### config.mk
export PLATFORM = sky130hd
export DESIGN_NAME = data_mem_master
export DESIGN_NICKNAME = d
export VERILOG_FILES = /design/src/rtl/data_mem_pkg.sv /design/src/rtl/data_mem_master.sv
export SDC_FILE = /design/constraint.sdc
export NUM_CORES = 1
export LEC_CHECK = 0
export CAP_MARGIN = 20
export CORE_MARGIN = 4
export CORE_UTILIZATION = 45
export CTS_CLUSTER_DIAMETER = 150
export DETAILED_ROUTE_END_ITERATION = 6
export HOLD_SLACK_MARGIN = 0.08
export PLACE_DENSITY = 0.66
export RECOVER_POWER = 50
export SLEW_MARGIN = 20
export SYNTH_ARGS = -nofsm -noshare
export SYNTH_HDL_FRONTEND = slang
export SYNTH_SLANG_ARGS = --single-unit
### constraint.sdc
create_clock -name clk -period 3.3 [get_ports clk]
set_clock_uncertainty 0.05 [all_clocks]
set_input_delay 0.825 -clock clk [delete_from_list [all_inputs] [get_ports clk]]
set_output_delay 0.825 -clock clk [all_outputs]
set_load 0.1 [all_outputs]
### src/rtl/data_mem_pkg.sv
// Shared definitions for the data-memory initiator.
//   op_e    : cmd_op encodings (LOAD, STORE, COPY, FILL)
//   state_e : sequencer states
//   MEM_DEPTH : number of bytes in the attached data memory
package data_mem_pkg;

    typedef enum logic [1:0] {
        OP_LOAD  = 2'd0,
        OP_STORE = 2'd1,
        OP_COPY  = 2'd2,
        OP_FILL  = 2'd3
    } op_e;

    typedef enum logic [2:0] {
        S_IDLE  = 3'd0,
        S_LOAD  = 3'd1,
        S_STORE = 3'd2,
        S_CP_RD = 3'd3,
        S_CP_WR = 3'd4,
        S_FILL  = 3'd5,
        S_RESP  = 3'd6
    } state_e;

    localparam int MEM_DEPTH = 32;

endpackage

### src/rtl/data_mem_master.sv
// Initiator for the single-port 8-bit data memory. Accepts LOAD/STORE/COPY/FILL
// commands on a valid/ready handshake, sequences them onto the memory one byte
// per access, and returns one response per command.
//
// state   | meaning
// --------+------------------------------------------------------------
// S_IDLE  | waiting for a command, cmd_ready high
// S_LOAD  | mem_address = addr, read data sampled at the end of the cycle
// S_STORE | single write cycle of data to addr
// S_CP_RD | read byte src+cnt into the copy buffer
// S_CP_WR | write the copy buffer to dst+cnt
// S_FILL  | write data to dst+cnt
// S_RESP  | rsp_valid held until rsp_ready
//
// Ports:
//   clk, reset                  : clock, async active-high reset
//   cmd_valid/cmd_ready         : command handshake
//   cmd_op/addr/src/len/data    : command fields, latched on acceptance
//   rsp_valid/rsp_ready/rsp_data: response handshake
//   busy                        : not idle
//   mem_address/write/wdata     : registered memory-side outputs
//   mem_rdata                   : combinational read data from the memory
module data_mem_master
    import data_mem_pkg::*;
#(
    parameter int ADDR_W = 8,
    parameter int LEN_W  = 6
) (
    input  logic              clk,
    input  logic              reset,
    input  logic              cmd_valid,
    output logic              cmd_ready,
    input  logic [1:0]        cmd_op,
    input  logic [ADDR_W-1:0] cmd_addr,
    input  logic [ADDR_W-1:0] cmd_src,
    input  logic [LEN_W-1:0]  cmd_len,
    input  logic [7:0]        cmd_data,
    output logic              rsp_valid,
    input  logic              rsp_ready,
    output logic [7:0]        rsp_data,
    output logic              busy,
    output logic [ADDR_W-1:0] mem_address,
    output logic              mem_write,
    output logic [7:0]        mem_wdata,
    input  logic [7:0]        mem_rdata
);

    state_e            state;
    logic [LEN_W-1:0]  cnt;
    logic [LEN_W-1:0]  len_q;
    logic [ADDR_W-1:0] src_q;
    logic [ADDR_W-1:0] dst_q;
    logic [7:0]        data_q;
    logic [7:0]        buf_q;

    logic [LEN_W-1:0]  len_clamped;
    logic [LEN_W-1:0]  cnt_nxt;
    logic              last_byte;

    always_comb begin
        len_clamped = cmd_len;
        if (cmd_len > LEN_W'(MEM_DEPTH))
            len_clamped = LEN_W'(MEM_DEPTH);
    end

    assign cnt_nxt   = cnt + 1'b1;
    assign last_byte = (cnt_nxt == len_q);

    assign cmd_ready = (state == S_IDLE) && !reset;
    assign busy      = (state != S_IDLE);

    // Memory-side outputs are set on the edge entering the access cycle so that
    // address, data and strobe are stable for the whole cycle.
    always_ff @(posedge clk or posedge reset) begin
        if (reset) begin
            state       <= S_IDLE;
            cnt         <= '0;
            len_q       <= '0;
            src_q       <= '0;
            dst_q       <= '0;
            data_q      <= '0;
            buf_q       <= '0;
            rsp_valid   <= 1'b0;
            rsp_data    <= '0;
            mem_address <= '0;
            mem_write   <= 1'b0;
            mem_wdata   <= '0;
        end else begin
            case (state)
                S_IDLE: begin
                    if (cmd_valid) begin
                        src_q  <= cmd_src;
                        dst_q  <= cmd_addr;
                        len_q  <= len_clamped;
                        data_q <= cmd_data;
                        cnt    <= '0;
                        case (cmd_op)
                            OP_LOAD: begin
                                mem_address <= cmd_addr;
                                state       <= S_LOAD;
                            end
                            OP_STORE: begin
                                mem_address <= cmd_addr;
                                mem_wdata   <= cmd_data;
                                mem_write   <= 1'b1;
                                state       <= S_STORE;
                            end
                            OP_COPY: begin
                                if (len_clamped == '0) begin
                                    rsp_data  <= 8'h00;
                                    rsp_valid <= 1'b1;
                                    state     <= S_RESP;
                                end else begin
                                    mem_address <= cmd_src;
                                    state       <= S_CP_RD;
                                end
                            end
                            default: begin
                                if (len_clamped == '0) begin
                                    rsp_data  <= cmd_data;
                                    rsp_valid <= 1'b1;
                                    state     <= S_RESP;
                                end else begin
                                    mem_address <= cmd_addr;
                                    mem_wdata   <= cmd_data;
                                    mem_write   <= 1'b1;
                                    state       <= S_FILL;
                                end
                            end
                        endcase
                    end
                end
                S_LOAD: begin
                    rsp_data  <= mem_rdata;
                    rsp_valid <= 1'b1;
                    state     <= S_RESP;
                end
                S_STORE: begin
                    mem_write <= 1'b0;
                    rsp_data  <= data_q;
                    rsp_valid <= 1'b1;
                    state     <= S_RESP;
                end
                S_CP_RD: begin
                    // The buffer and the write data are loaded from the same sample.
                    buf_q       <= mem_rdata;
                    mem_wdata   <= mem_rdata;
                    mem_address <= dst_q + ADDR_W'(cnt);
                    mem_write   <= 1'b1;
                    state       <= S_CP_WR;
                end
                S_CP_WR: begin
                    mem_write <= 1'b0;
                    if (last_byte) begin
                        rsp_data  <= buf_q;
                        rsp_valid <= 1'b1;
                        state     <= S_RESP;
                    end else begin
                        cnt         <= cnt_nxt;
                        mem_address <= src_q + ADDR_W'(cnt_nxt);
                        state       <= S_CP_RD;
                    end
                end
                S_FILL: begin
                    if (last_byte) begin
                        mem_write <= 1'b0;
                        rsp_data  <= data_q;
                        rsp_valid <= 1'b1;
                        state     <= S_RESP;
                    end else begin
                        cnt         <= cnt_nxt;
                        mem_address <= dst_q + ADDR_W'(cnt_nxt);
                    end
                end
                S_RESP: begin
                    if (rsp_ready) begin
                        rsp_valid <= 1'b0;
                        state     <= S_IDLE;
                    end
                end
                default: begin
                    mem_write <= 1'b0;
                    rsp_valid <= 1'b0;
                    state     <= S_IDLE;
                end
            endcase
        end
    end

endmodule
After elaboration in Yosys (flattened, before gate mapping)
Index checks and enable logic that the tools add are counted.

operators by class
  reductions and logical operators = 23
  shift-type cells = 0
  div/mod/pow operators = 0
  bitwise operators = 2
  $add $sub $neg = 4
  multipliers = 0
  equal/unequal tests = 23
  order comparisons = 1
  muxes and demuxes = 41

operators with widths
  cell                                                  count
  2-to-1 mux 8 bit                                      12
  case mux 8 bit (2 select lines)                       4
  case mux 8 bit (5 select lines)                       1
  case mux 8 bit (4 select lines)                       1
  adder 8 x 6 -> 8 bit                                  3
  2-to-1 mux 6 bit                                      3
  != test 2 bit (second input constant)                 9
  case mux 3 bit (6 select lines)                       1
  AND reduction 6 bit                                   3
  2-to-1 mux 3 bit                                      5
  case mux 6 bit (2 select lines)                       1
  OR reduction 2 bit                                    5
  equality test 3 bit (second input constant)           3
  case mux 3 bit (3 select lines)                       1
  2-to-1 mux 1 bit                                      8
  adder 6 x 1 -> 6 bit (second input constant)          1
  equality test 3 x 2 -> 1 bit (second input constant)  2
  equality test 6 bit                                   1
  > comparator 6 bit (second input constant)            1
  zero test 6 bit                                       1
  != test 3 bit (second input constant)                 2
  AND reduction 3 bit                                   2
  case mux 1 bit (5 select lines)                       1
  AND reduction 5 bit                                   1
  other kinds (19)                                      22

word-level totals
  memory bits (read-only) = 0
  flip-flop bits (word level) = 73
  latch bits = 0
  bits in writable memories = 0
  input port bits = 44
  output and inout bits = 28
  memories kept = 0
  logic and storage cells = 106

Depth between registers and ports, before layout
  depth after elaboration = 7
  depth in mapped cells = 13
  depth with buffers taken out = 12

Worst setup path before layout
No wires, ideal clock.

  path type = reg-to-output
  start point = register state[2]
  end point = output port cmd_ready
  path buffers = 1
  required time = 2.425 ns
  setup slack = -0.427 ns
  stages on the path, launching flop included = 5
  arrival time = 2.852 ns
  cells stage by stage = dfrtp_1 > clkbuf_1 > clkinv_1 > nand2_1 > nor2_1

between the ends
  word-level cells in the longest chain between the ends = 2

ends and longest elaborated chain
  element                   line                    RTL
  start: declaration        data_mem_master.sv:48   state_e state;
  start signal: assignment  data_mem_master.sv:76   state <= S_IDLE;
  start signal: assignment  data_mem_master.sv:100  state <= S_LOAD;
  start signal: assignment  data_mem_master.sv:106  state <= S_STORE;
  zero test 3 bit           data_mem_master.sv:69   assign cmd_ready = (state == S_IDLE) && !reset;
  logical AND 1 bit         data_mem_master.sv:69
  end: declaration          data_mem_master.sv:32   output logic cmd_ready,

No other way between the ends.

Worst setup path after layout
  start point = register cnt[1]
  end point = register rsp_data[1]

between the ends
  word-level cells in the longest chain between the ends = 4
  elaborated cells between the ends (all ways) = 5
  classes of those cells = add/sub (1); eq/ne (3); reduce/logical (1)

ends and longest elaborated chain
  element                            line                    RTL
  start: declaration                 data_mem_master.sv:49   logic [LEN_W-1:0] cnt;
  start signal: assignment           data_mem_master.sv:159  cnt <= cnt_nxt;
  start signal: assignment           data_mem_master.sv:171  cnt <= cnt_nxt;
  adder 6 x 1 -> 6 bit (*)           data_mem_master.sv:66   assign cnt_nxt = cnt + 1'b1;
  equality test 6 bit (*)            data_mem_master.sv:67   assign last_byte = (cnt_nxt == len_q);
  != test 2 bit (no line)            -
  AND reduction 6 bit (no line) (*)  -
  end signal: assignment             data_mem_master.sv:120  rsp_data <= cmd_data;
  end signal: assignment             data_mem_master.sv:134  rsp_data <= mem_rdata;
  end signal: assignment             data_mem_master.sv:140  rsp_data <= data_q;
  end: declaration                   data_mem_master.sv:40   output logic [7:0] rsp_data,

Every way passes the cells marked *; elsewhere a longest branch is shown, timed or not.
A chain may end at the register's enable or synchronous reset.

==> metrics <==
status finished clean; I/O Pins 72; layout cells sized above 1 between 10% and 20%; RSZ-0062 raised after global routing no; CTS tree built; post-route DRC violation count 0; count leader, synth nand2_1; Synth Register Bits 73; GR Overflow Total 0; top_reg_cell synth dfrtp_1; period utilization 90.35%; Worst Path Max Fanout 9; global-route wire length before repair 19,730 um; fin. max-slew vios 0; Cells after DPL 712; vias in the first global route 3,975; max-cap violations 0; WL final 12,020 um; Setup Buffers After CTS 0; Worst slew margin 21.56%; Post-synth ARST share 100.0%; Achievable Freq roughly 340 MHz; PortBufs slightly above 70; crit path capture type register; Post-Synthesis Cells 513; final hold slack 0.4305 ns; pwr/cell area 1183 mW/mm2; hold crit path type register to register; Clk pin slew, worst setup/hold paths about 0.080 ns; number of routed nets with antenna violations 0; Initial Utilization 46.30%; Post-synth EDFFs 0; Iter 0 DRT Violations roughly 230; nets 653; mean post-synth cell area about 8.9 um2; Setup CP Type register to register; fill cell count 913; sequential share of the synthesized area 40.18%; leakage power 2.626 nW; # diodes 0; worst-case vdd ir drop around 680 uV; hold_buf cts 0; gr usage total 21.75%; vias 3,955; Data arrival, critical path between 3 and 4 ns; vias per cell around 5.4; Final setup viols 0; clk_lat worst skew 0.35 ns; Synth top area share between 40% and 50%; Netlist Area Pre-Place approximately 0.0045 mm2; die height approximately 110 um; root buf cell clkbuf_8; initial antenna violation count 0; post-synth top area cell dfrtp_1; Unique masters post-synth 49; flip-flop and latch area 0.001827 mm2; Placement Cell Area roughly 0.0055 mm2; H-tree depth 3; multi-input logic area 0.002554 mm2; total negative slack 0 ns; Num Clock Sinks 73; top post-synthesis cells by count 140 x nand2_1, 73 x dfrtp_1, 39 x nor2_1, 29 x o21ai_0; Tmin final 2.981 ns; non-filler cells, final 728; syn_nets between 500 and 600; Final Instance Area 0.005644 mm2; die area 0.01178 mm2; Yosys warnings 0; DP Wirelength about 8900 um; routability-driven placement congestion ratio approximately 0.90; area delta synth->final 24.13%; Resized Gates After CTS 0; CP startpoint kind register; final hold violations 0; WL/cell 16.51 um; total CTS buffers 9; Die Wd 108.5 um; largest net degree at the start of global routing 50; Clock Path Buffers 2; core area 0.009819 mm2; Pre-Repair DR Iteration Count 4; row cnt 36; Worst-Margin Slew ~1.2 ns; CP Data Required Time 3.49 ns; Synth area leaders dfrtp_1 40%, nand2_1 12%, ha_1 4.7%, mux2i_1 4.4%, mux2_2 4.2%
where the power goes:
group	internal [W]	switching (W)	total (W)
sequential	0.00133	0.000330	0.00166
clock	0.000426	0.000348	0.000774
combinational	0.00148	0.00277	0.00425
total	0.00324	0.00344	0.00668
kinds of logic after synthesis:
| logic type | share of synthesized area [%] |
|---|---|
| flip-flops | 40.18 |
| AND/OR/NAND/NOR | 20.23 |
| adder cells (fa/ha/maj) | 5.559 |
| buffers and inverters | 3.715 |
| multiplexers | 12.58 |
| XOR/XNOR | 4.072 |
| AO/OA/AOI/OAI | 13.68 |
through the flow:
step | utilization (%) | worst slack, ns | power (W)
final | 57.48 | 0.3186 | 0.006680
after global routing | 57.48 | 0.1364 | 0.007184
after CTS | 57.73 | 0.3122 | 0.006747
after detailed placement | 55.53 | 0.2519 | 0.005945
after global placement | 55.53 | 0.3055 | 0.005861
after floorplan | - | 0.02529 | 0.004870
critical path: stages, from the launching register on:
cell      delay (ns)
dfrtp_1         0.47
ha_1            0.37
nand2_1         0.12
a311o_1         0.36
a211o_1         0.30
o41a_1          0.46
a211oi_4        0.16
buf_4           0.22
mux2_2          0.35
layout make-up:
| cell class | count | area share [%] |
|---|---|---|
| Sequential cell | 73 | 32.37 |
| Inverter | 18 | 1.197 |
| Timing Repair Buffer | 92 | 14.41 |
| Multi-Input combinational cell | 396 | 45.24 |
| Tap cell | 133 | 2.948 |
| Clock buffer | 9 | 2.195 |
| Clock inverter | 7 | 1.640 |
worst paths after layout:
check	start	end	slack, ns	depth (start not counted)
worst max-delay path	cnt[1]$_DFFE_PP0P_	rsp_data[1]$_DFFE_PP0P_	0.32	8
worst max register to register	cnt[1]$_DFFE_PP0P_	rsp_data[1]$_DFFE_PP0P_	0.32	8
min in group asynchronous	reset	dst_q[6]$_DFFE_PP0P_	1.15	2
max in group asynchronous	reset	dst_q[1]$_DFFE_PP0P_	1.24	3
worst min-delay path	src_q[5]$_DFFE_PP0P_	src_q[5]$_DFFE_PP0P_	0.43	2
worst min register to register	src_q[5]$_DFFE_PP0P_	src_q[5]$_DFFE_PP0P_	0.43	2
registers in the layout, indices dropped and copies added (netlist names):
| signal | cells |
|---|---|
| rsp_valid | 1 |
| data_q | 8 |
| mem_address | 8 |
| dst_q | 8 |
| cnt | 6 |
| buf_q | 8 |
| mem_write | 1 |
| state | 3 |
| mem_wdata | 8 |
| rsp_data | 8 |
| src_q | 8 |
| len_q | 6 |
cell usage in the layout, fill, tap and decap left out, drive strengths merged, types with 7 or more instances in the layout:
master,netlist,final
o21ai,30,30
nor2b,10,10
ha,17,17
nand2b,7,7
a31oi,16,16
buf,6,43
mux2,17,17
a21oi,16,16
nand3,7,7
clkbuf,20,15
clkdlybuf4s50,0,41
inv,17,18
xnor2,12,12
nand2,140,140
nor2,39,39
mux4,8,8
dfrtp,73,73
mux2i,20,20
routing by layer:
layer	GRT usage, %	wire length (um)	up-vias
met1	28.02	5082	1876
met3	4.478	830	21
li1	-	-	1929
met5	0	0	-
met4	6.763	247	0
met2	36.76	5855	129
(Power assumes the default switching activity.)
